### config.mk
export PLATFORM = sky130hd
export DESIGN_NAME = spi_slave_regfile
export DESIGN_NICKNAME = d
export VERILOG_FILES = /design/src/rtl/spi_slave_regfile.sv
export SDC_FILE = /design/constraint.sdc
export NUM_CORES = 1
export LEC_CHECK = 0
export CAP_MARGIN = 0
export CORE_UTILIZATION = 35
export CTS_CLUSTER_DIAMETER = 200
export DETAILED_ROUTE_END_ITERATION = 10
export GPL_TIMING_DRIVEN = 0
export PLACE_DENSITY = 0.62
export SLEW_MARGIN = 20
export SYNTH_ARGS = -nofsm -noshare
export SYNTH_HDL_FRONTEND = slang
export SYNTH_SLANG_ARGS = --single-unit
### constraint.sdc
create_clock -name SCLK -period 2.9 [get_ports SCLK]
set_input_delay 0.58 -clock SCLK [delete_from_list [all_inputs] [get_ports SCLK]]
set_output_delay 0.58 -clock SCLK [all_outputs]
set_load 0.03 [all_outputs]
### src/rtl/spi_slave_regfile.sv
// SPI mode-0 slave in front of a small 32-bit register file.
// Frame: 1 write flag, 8 address bits, 32 data bits, MSB first.
// All SPI inputs are synchronized into SCLK before any edge is detected.
module spi_slave_regfile #(
  parameter int SYNC_STAGES = 2,
  parameter int NUM_REGS    = 16,
  localparam int AW         = $clog2(NUM_REGS)
) (
  input  logic          SCLK,
  input  logic          SRESETn,
  input  logic          spi_clk,
  input  logic          spi_cs,
  input  logic          spi_mosi,
  output logic          spi_miso,
  input  logic [AW-1:0] reg_rd_addr,
  output logic [31:0]   reg_rd_data,
  output logic          wr_strobe,
  output logic          frame_done,
  output logic          frame_err
);

  typedef enum logic [1:0] {IDLE, CMD, DATA, WAIT_CS} state_t;

  logic [SYNC_STAGES-1:0] clk_sync_q, clk_sync_d;
  logic [SYNC_STAGES-1:0] cs_sync_q, cs_sync_d;
  logic [SYNC_STAGES-1:0] mosi_sync_q, mosi_sync_d;
  logic                   clk_prev_q, clk_prev_d;
  logic                   cs_prev_q, cs_prev_d;
  // Fills with ones after reset; edges are ignored until the chains hold
  // real samples, so a cs already low at release never looks like a fall.
  logic [SYNC_STAGES:0]   settle_q, settle_d;

  state_t      state_q, state_d;
  logic [5:0]  cnt_q, cnt_d;
  logic [8:0]  cmd_q, cmd_d;
  logic [31:0] rx_q, rx_d;
  logic [31:0] tx_q, tx_d;
  logic        extra_q, extra_d;
  logic        wr_strobe_q, wr_strobe_d;
  logic        frame_done_q, frame_done_d;
  logic        frame_err_q, frame_err_d;
  logic [31:0] regs_q [NUM_REGS];

  logic        clk_s, cs_s, mosi_s, settled;
  logic        clk_rise, clk_fall, cs_rise, cs_fall;
  logic [8:0]  cmd_shift;
  logic [31:0] rx_shift;

  assign clk_s    = clk_sync_q[SYNC_STAGES-1];
  assign cs_s     = cs_sync_q[SYNC_STAGES-1];
  assign mosi_s   = mosi_sync_q[SYNC_STAGES-1];
  assign settled  = settle_q[SYNC_STAGES];
  assign clk_rise = settled &  clk_s & ~clk_prev_q;
  assign clk_fall = settled & ~clk_s &  clk_prev_q;
  assign cs_rise  = settled &  cs_s  & ~cs_prev_q;
  assign cs_fall  = settled & ~cs_s  &  cs_prev_q;

  assign cmd_shift = {cmd_q[7:0], mosi_s};
  assign rx_shift  = {rx_q[30:0], mosi_s};

  function automatic logic addr_ok(input logic [7:0] a);
    return ({24'd0, a} < 32'(NUM_REGS));
  endfunction

  // Synchronizer chains and edge-detect history
  always_comb begin
    clk_sync_d[0]  = spi_clk;
    cs_sync_d[0]   = spi_cs;
    mosi_sync_d[0] = spi_mosi;
    for (int i = 1; i < SYNC_STAGES; i++) begin
      clk_sync_d[i]  = clk_sync_q[i-1];
      cs_sync_d[i]   = cs_sync_q[i-1];
      mosi_sync_d[i] = mosi_sync_q[i-1];
    end
    clk_prev_d = clk_s;
    cs_prev_d  = cs_s;
    settle_d   = {settle_q[SYNC_STAGES-1:0], 1'b1};
  end

  always_ff @(posedge SCLK or negedge SRESETn) begin
    if (!SRESETn) begin
      clk_sync_q  <= '0;
      cs_sync_q   <= '1;
      mosi_sync_q <= '0;
      clk_prev_q  <= 1'b0;
      cs_prev_q   <= 1'b1;
      settle_q    <= '0;
    end else begin
      clk_sync_q  <= clk_sync_d;
      cs_sync_q   <= cs_sync_d;
      mosi_sync_q <= mosi_sync_d;
      clk_prev_q  <= clk_prev_d;
      cs_prev_q   <= cs_prev_d;
      settle_q    <= settle_d;
    end
  end

  // Frame FSM: next state, shift registers and one-cycle pulses
  always_comb begin
    state_d      = state_q;
    cnt_d        = cnt_q;
    cmd_d        = cmd_q;
    rx_d         = rx_q;
    tx_d         = tx_q;
    extra_d      = extra_q;
    wr_strobe_d  = 1'b0;
    frame_done_d = 1'b0;
    frame_err_d  = 1'b0;
    case (state_q)
      IDLE: begin
        if (cs_fall) begin
          state_d = CMD;
          cnt_d   = '0;
          cmd_d   = '0;
          rx_d    = '0;
          tx_d    = '0;
          extra_d = 1'b0;
        end
      end
      CMD: begin
        if (cs_rise) begin
          frame_err_d = 1'b1;
          state_d     = IDLE;
        end else if (clk_rise) begin
          cmd_d = cmd_shift;
          cnt_d = cnt_q + 6'd1;
          if (cnt_q == 6'd8) begin
            state_d = DATA;
            // Reads present bit 31 before the next spi_clk fall
            if (!cmd_shift[8] && addr_ok(cmd_shift[7:0]))
              tx_d = regs_q[cmd_shift[AW-1:0]];
            else
              tx_d = '0;
          end
        end
      end
      DATA: begin
        if (cs_rise) begin
          frame_err_d = 1'b1;
          state_d     = IDLE;
        end else if (clk_rise) begin
          rx_d  = rx_shift;
          cnt_d = cnt_q + 6'd1;
          if (cnt_q == 6'd40) begin
            state_d      = WAIT_CS;
            frame_done_d = 1'b1;
            wr_strobe_d  = cmd_q[8] & addr_ok(cmd_q[7:0]);
          end
        end else if (clk_fall && cnt_q > 6'd9) begin
          // The fall right after the command keeps bit 31 on the line
          tx_d = {tx_q[30:0], 1'b0};
        end
      end
      WAIT_CS: begin
        if (cs_rise) begin
          frame_err_d = extra_q;
          state_d     = IDLE;
        end else if (clk_rise) begin
          extra_d = 1'b1;
        end
      end
      default: state_d = IDLE;
    endcase
  end

  always_ff @(posedge SCLK or negedge SRESETn) begin
    if (!SRESETn) begin
      state_q      <= IDLE;
      cnt_q        <= '0;
      cmd_q        <= '0;
      rx_q         <= '0;
      tx_q         <= '0;
      extra_q      <= 1'b0;
      wr_strobe_q  <= 1'b0;
      frame_done_q <= 1'b0;
      frame_err_q  <= 1'b0;
    end else begin
      state_q      <= state_d;
      cnt_q        <= cnt_d;
      cmd_q        <= cmd_d;
      rx_q         <= rx_d;
      tx_q         <= tx_d;
      extra_q      <= extra_d;
      wr_strobe_q  <= wr_strobe_d;
      frame_done_q <= frame_done_d;
      frame_err_q  <= frame_err_d;
    end
  end

  // Register file: the SPI frame is the only writer
  always_ff @(posedge SCLK or negedge SRESETn) begin
    if (!SRESETn) begin
      for (int i = 0; i < NUM_REGS; i++) regs_q[i] <= '0;
    end else if (wr_strobe_d) begin
      regs_q[cmd_q[AW-1:0]] <= rx_shift;
    end
  end

  assign spi_miso    = (state_q == DATA) & ~cmd_q[8] & ~cs_s & tx_q[31];
  assign reg_rd_data = regs_q[reg_rd_addr];
  assign wr_strobe   = wr_strobe_q;
  assign frame_done  = frame_done_q;
  assign frame_err   = frame_err_q;

endmodule

==> Word-level counts from Yosys, hierarchy flattened <==
Cells that the tools add are included.
{ "word_totals": {"output_inout_bits": 36, "ff_bits": 607, "input_bits": 9, "word_cells": 151} }
{ "op_classes": {"n_mux": 53, "n_reduce_logical": 17, "n_addsub": 1, "n_lt_le_gt_ge": 7, "bitwise": 20, "n_eq_ne": 22} }
{ "ops": {"columns": ["op", "count"], "rows": [
  ["$bwmux 512", 1],
  ["$mux 32", 13],
  ["$bmux 32 s4", 2],
  ["$demux 32 s4", 1],
  ["$pmux 32 s3", 1],
  ["$mux 31", 2],
  ["$pmux 31 s2", 1],
  ["$mux 9", 3],
  ["$ne 2x2->1 const B", 12],
  ["$mux 6", 3],
  ["$pmux 9 s2", 1],
  ["$lt 8x5->1 const B", 2],
  ["$mux 2", 8],
  ["$reduce_and 4->1", 4],
  ["$ge 5x5->1 const B", 3],
  ["$not 4->5", 3],
  ["$mux 1", 13],
  ["$and 1x1->1", 12],
  ["$ne 3x3->1 const B", 4],
  ["$pmux 6 s2", 1],
  ["$pmux 2 s4", 1],
  ["$reduce_and 8->1", 1],
  ["$reduce_bool 2->1", 4],
  ["$add 6x1->6 const B", 1],
  ["other kinds (15)", 23]
]} }

==> Depth between registers and ports, before layout <==
{ "logic_depth": {"depth_word": 9, "ltp_mapped": 9, "depth_no_buf": 7} }

==> Least setup slack after synthesis <==
Ideal clock, no wire load.
{ "synth_path": {"kind": "in2out", "from": "input reg_rd_addr[0]", "to": "output reg_rd_data[27]", "path_slack_ns": -0.207, "required_time_ns": 2.320, "n_path_buf": 2, "arrival_time_ns": 2.527, "stages": 4, "path_cell_list": "buf_2 buf_1 mux4_2 mux4_2"} }
{ "synth_via": {"elab_chain_cells": 4} }
{ "synth_lines": {"columns": ["element", "line_no", "rtl"], "rows": [
  ["start, declared", "15", "input logic [AW-1:0] reg_rd_addr,"],
  ["$not 4->5 (implied by the code)", "200", "assign reg_rd_data = regs_q[reg_rd_addr];"],
  ["$bmux 32 s4", "200", null],
  ["$mux 32 (implied by the code) (2 in series)", "200", null],
  ["end, declared", "16", "output logic [31:0] reg_rd_data,"]
]} }
No other way between the ends. The select of a mux whose other input is x is not followed.

==> Worst setup path after layout <==
{ "layout_path": {"from": "input reg_rd_addr[0]", "to": "output reg_rd_data[22]"} }
The elaborated chain is that of the path after synthesis.

==> results.md <==
* Outcome: complete, but fails checks
* Failing checks: negative hold slack, negative setup slack
* Crit share post-route at 102.4%
* Post-synthesis sequential area ratio at roughly 49%
* Kind of critical path: in -> out
* Crit path DAT at between 2000 and 2500 ps
* H-tree levels at 3
* CTS Hold Buffers Added at 0
* Remaining DRCs at 0
* Clk_skew at 16.25 ps
* Input/output buffers at 41
* Worst path most repeated cell: mux4_2
* Initial antenna violation count at 0
* Initial Util at about 36%
* CTS tree: yes
* Clk Latency, worst-skew pair at about 630 ps
* Area Growth Syn to Fin at 16.54%
* Final HPWL DP at 65.31 mm
* Worst-Margin Slew at roughly 1100 ps
* Cell Count, Final, Fillers Out at roughly 3500
* Layout cells sized above 1 at between 40% and 50%
* Chip height at about 300 um
* Vias in the first global route at approximately 22000
* Largest net degree at the start of global routing at 100
* Critical Path, Cell by Cell: clkbuf_16, buf_8, mux4_2, mux4_2, clkdlybuf4s15_2
* GP Congestion at 0.8806
* FF+latch area at approximately 15000 um^2
* Setup ws final at -69.29 ps
* Peak supply drop at between 0.0003 and 0.0004 V
* Max cap viols at 0
* P_leak at about 0.016 uW
* Nets at roughly 2300
* Longest Clk Path Bufs at 3
* # rows at between 100 and 150
* Vias per cell at between 5 and 6
* PwrDens at 549.9 nW/um^2
* Synth Register Bits at roughly 600
* Crit path buf inv count at 3
* DR pass1 iterations at 5
* Critical R2R Launch: cmd_q[2]$_DFFE_PN0P_
* CP max stage cell: mux4_2
* Final setup fails at 9
* Vias after detailed routing at between 20000 and 25000
* Rel. slew slack at around a quarter
* Gr ovfl total at 0
* Synth Instances at roughly 2200
* First-pass GRT wire length at 143.7 mm
* Design area at 36240 um^2
* Area after DPL at 33150 um^2
* Synth async-reset ratio at 100.0%
* RSZ-0062 raised after global routing: yes
* Routed Antenna Nets at 0
* Cell area after synthesis at 31100 um^2
* Boundary Pins at 45
* Dpl cells at roughly 3400
* Unique masters post-synth at 58
* Crit path max fanout at 10
* Hold WC Path Type: in -> async
* Clock Sinks at a little over 600
* Delay-heaviest family, CP: multiplexers
* Mapped Nets at 2207
* DIE AREA at about 90000 um^2
* Worst reg-to-reg path cell count at 5
* Worst-path clk slew at around 60 ps
* Fin. Hold Viols at 31
* Clock period minus worst slack at ~3000 ps
* Hold Worst Slack at -16.17 ps
* # fillers at a little under 8000
* Final slew viol count at 0
* Pre-CTS setup slack at -1541 ps
* Crit path largest cell delay at 530 ps
* Max Clk Rate at 336.8 MHz
* Num CTS Buffers at 70
* Syn Area/Cell at between 10 and 15 um^2
* Reg-to-reg slack, setup at -40 ps
* EDFF count, synth at 0
* Footprint of the multi-input gates at between 15000 and 20000 um^2
* GRT Total Usage at between 20% and 30%
* Core area at just under 90000 um^2
* Chip width at ~300 um
* Reg2reg end: tx_q[31]$_DFFE_PN0P_
* Wire per inst at about 27 um
* Routed wire length at roughly 96 mm
* WP data required at approximately 2300 ps
* Clock root buffer: clkbuf_16
* Yosys warns at 0
* Commonest register cell after synthesis: dfrtp_1
* Critical path launch point type: input pin
* Iter 0 DRT Violations at between 1500 and 2000
* Worst Setup SP: reg_rd_addr[0]
* N_diodes at 0
* CP Capture Type: output port
synth_stat cells, types with 4 or more instances:
master     count  share of area (%)
mux4_2       224                 16
a2111oi_0     29               0.82
o31ai_1       27               0.65
o32ai_1        5               0.14
a221oi_1       4               0.11
o21a_1        28               0.68
a22o_1        10               0.28
nor2b_1        5               0.10
clkbuf_1     112                1.4
mux2i_1      119                3.8
a21oi_1       39               0.63
nor2_1       106                1.3
nand3_1        6              0.097
o22ai_1       29               0.58
nand2b_1      12               0.24
nand4_1        6               0.12
nor3_2         4               0.13
a22oi_1        4              0.097
nand2_1       75               0.91
nor3_1         6              0.097
mux2_1         7               0.25
mux2_2       510                 18
buf_2         62                1.0
buf_1         27               0.33
inv_1          9               0.11
ha_1           7               0.28
or3_1          5               0.10
dfrtp_1      604                 49
o21ai_0       43               0.69
o211ai_1       4              0.097
and3_1        29               0.58
through the flow:
step | TNS, ps | hold slack, ps | power (uW) | utilization (%)
floorplan | 0 | 284.4 | 9948 | -
global placement | - | 333.6 | 10940 | 37.72
detailed placement | -388600 | 335.6 | 10980 | 37.92
CTS | -859.8 | 0.02953 | 19980 | 41.30
global route | -493.6 | 33.17 | 20540 | 41.45
finish | -321.6 | -16.17 | 19930 | 41.45
worst register-to-register path, stage by stage, from the launching register on:
cell      delay, ps
dfrtp_1         760
clkbuf_1        540
clkbuf_1        590
o21ai_0         230
o32ai_1         550
o211ai_1        140
routing by layer:
layer	GRT usage (%)	vias up	routed length, um
li1	-	8631	-
met1	28.41	11080	39650
met2	34.66	839	45940
met3	4.971	203	7182
met4	7.046	0	3041
met5	0	-	0
cell usage in the layout, fill, tap and decap left out, drive strengths merged, types with 7 or more instances in the layout:
master	instances
dfrtp	604
mux2	517
mux4	224
clkbuf	220
buf	129
mux2i	119
nor2	106
nand2	75
o21ai	44
a21oi	39
a2111oi	30
and3	29
o22ai	29
o21a	28
o31ai	27
inv	14
nand2b	12
clkinv	12
a22o	10
nor3	10
clkdlybuf4s15	9
ha	7
logic make-up after synthesis:
family	share of synthesized area [%]
compound gates	5.154
fa+ha+maj	0.2816
buf+inv	2.784
flops	48.86
mux	38.77
simple gates	4.136
other cells	0.01206
flip-flops by register name, indices dropped and copies added, names as in the netlist, 3 cells and up:
| signal | flops |
|---|---|
| settle_q | 3 |
| cnt_q | 6 |
| cmd_q | 9 |
| regs_q | 512 |
| rx_q | 31 |
| tx_q | 32 |
what timing repair did:
item                                    4_1_cts  5_1_grt
hold endpoints to repair                      0        0
resized for setup                           323       74
buffers inserted                             14        4
cloned                                        0        1
endpoints found under the setup margin      609      518
pin swaps                                     5        5
report_power, final:
part           leakage [uW]  switching, uW  total, uW  internal, uW
registers           0.00845           58.5       8570          8510
clock network       0.00112           3690       8860          5170
logic               0.00677           1770       2500           723
total                0.0163           5520      19900         14400
cell type report:
class	count	area share, %
timing repair buffer	67	1.878
tap	1155	3.988
clock buffer	100	5.503
sequential	607	41.92
clock inverter	22	0.7630
inverter	9	0.09322
multi-input combinational	1374	42.15
buffer	198	3.698
worst max path at each step:
| stage | to | cells after the start | slack [ps] |
|---|---|---|---|
| after floorplan | reg_rd_data[27] | 4 | 60 |
| final | reg_rd_data[22] | 5 | -70 |
| after global routing | reg_rd_data[22] | 5 | -90 |
| after detailed placement | reg_rd_data[31] | 5 | -1540 |
| after global placement | regs_q[109]$_DFFE_PN0P_ | 1 | -24770 |
| after CTS | reg_rd_data[7] | 5 | -90 |
Power figures use the tool's default switching activity.
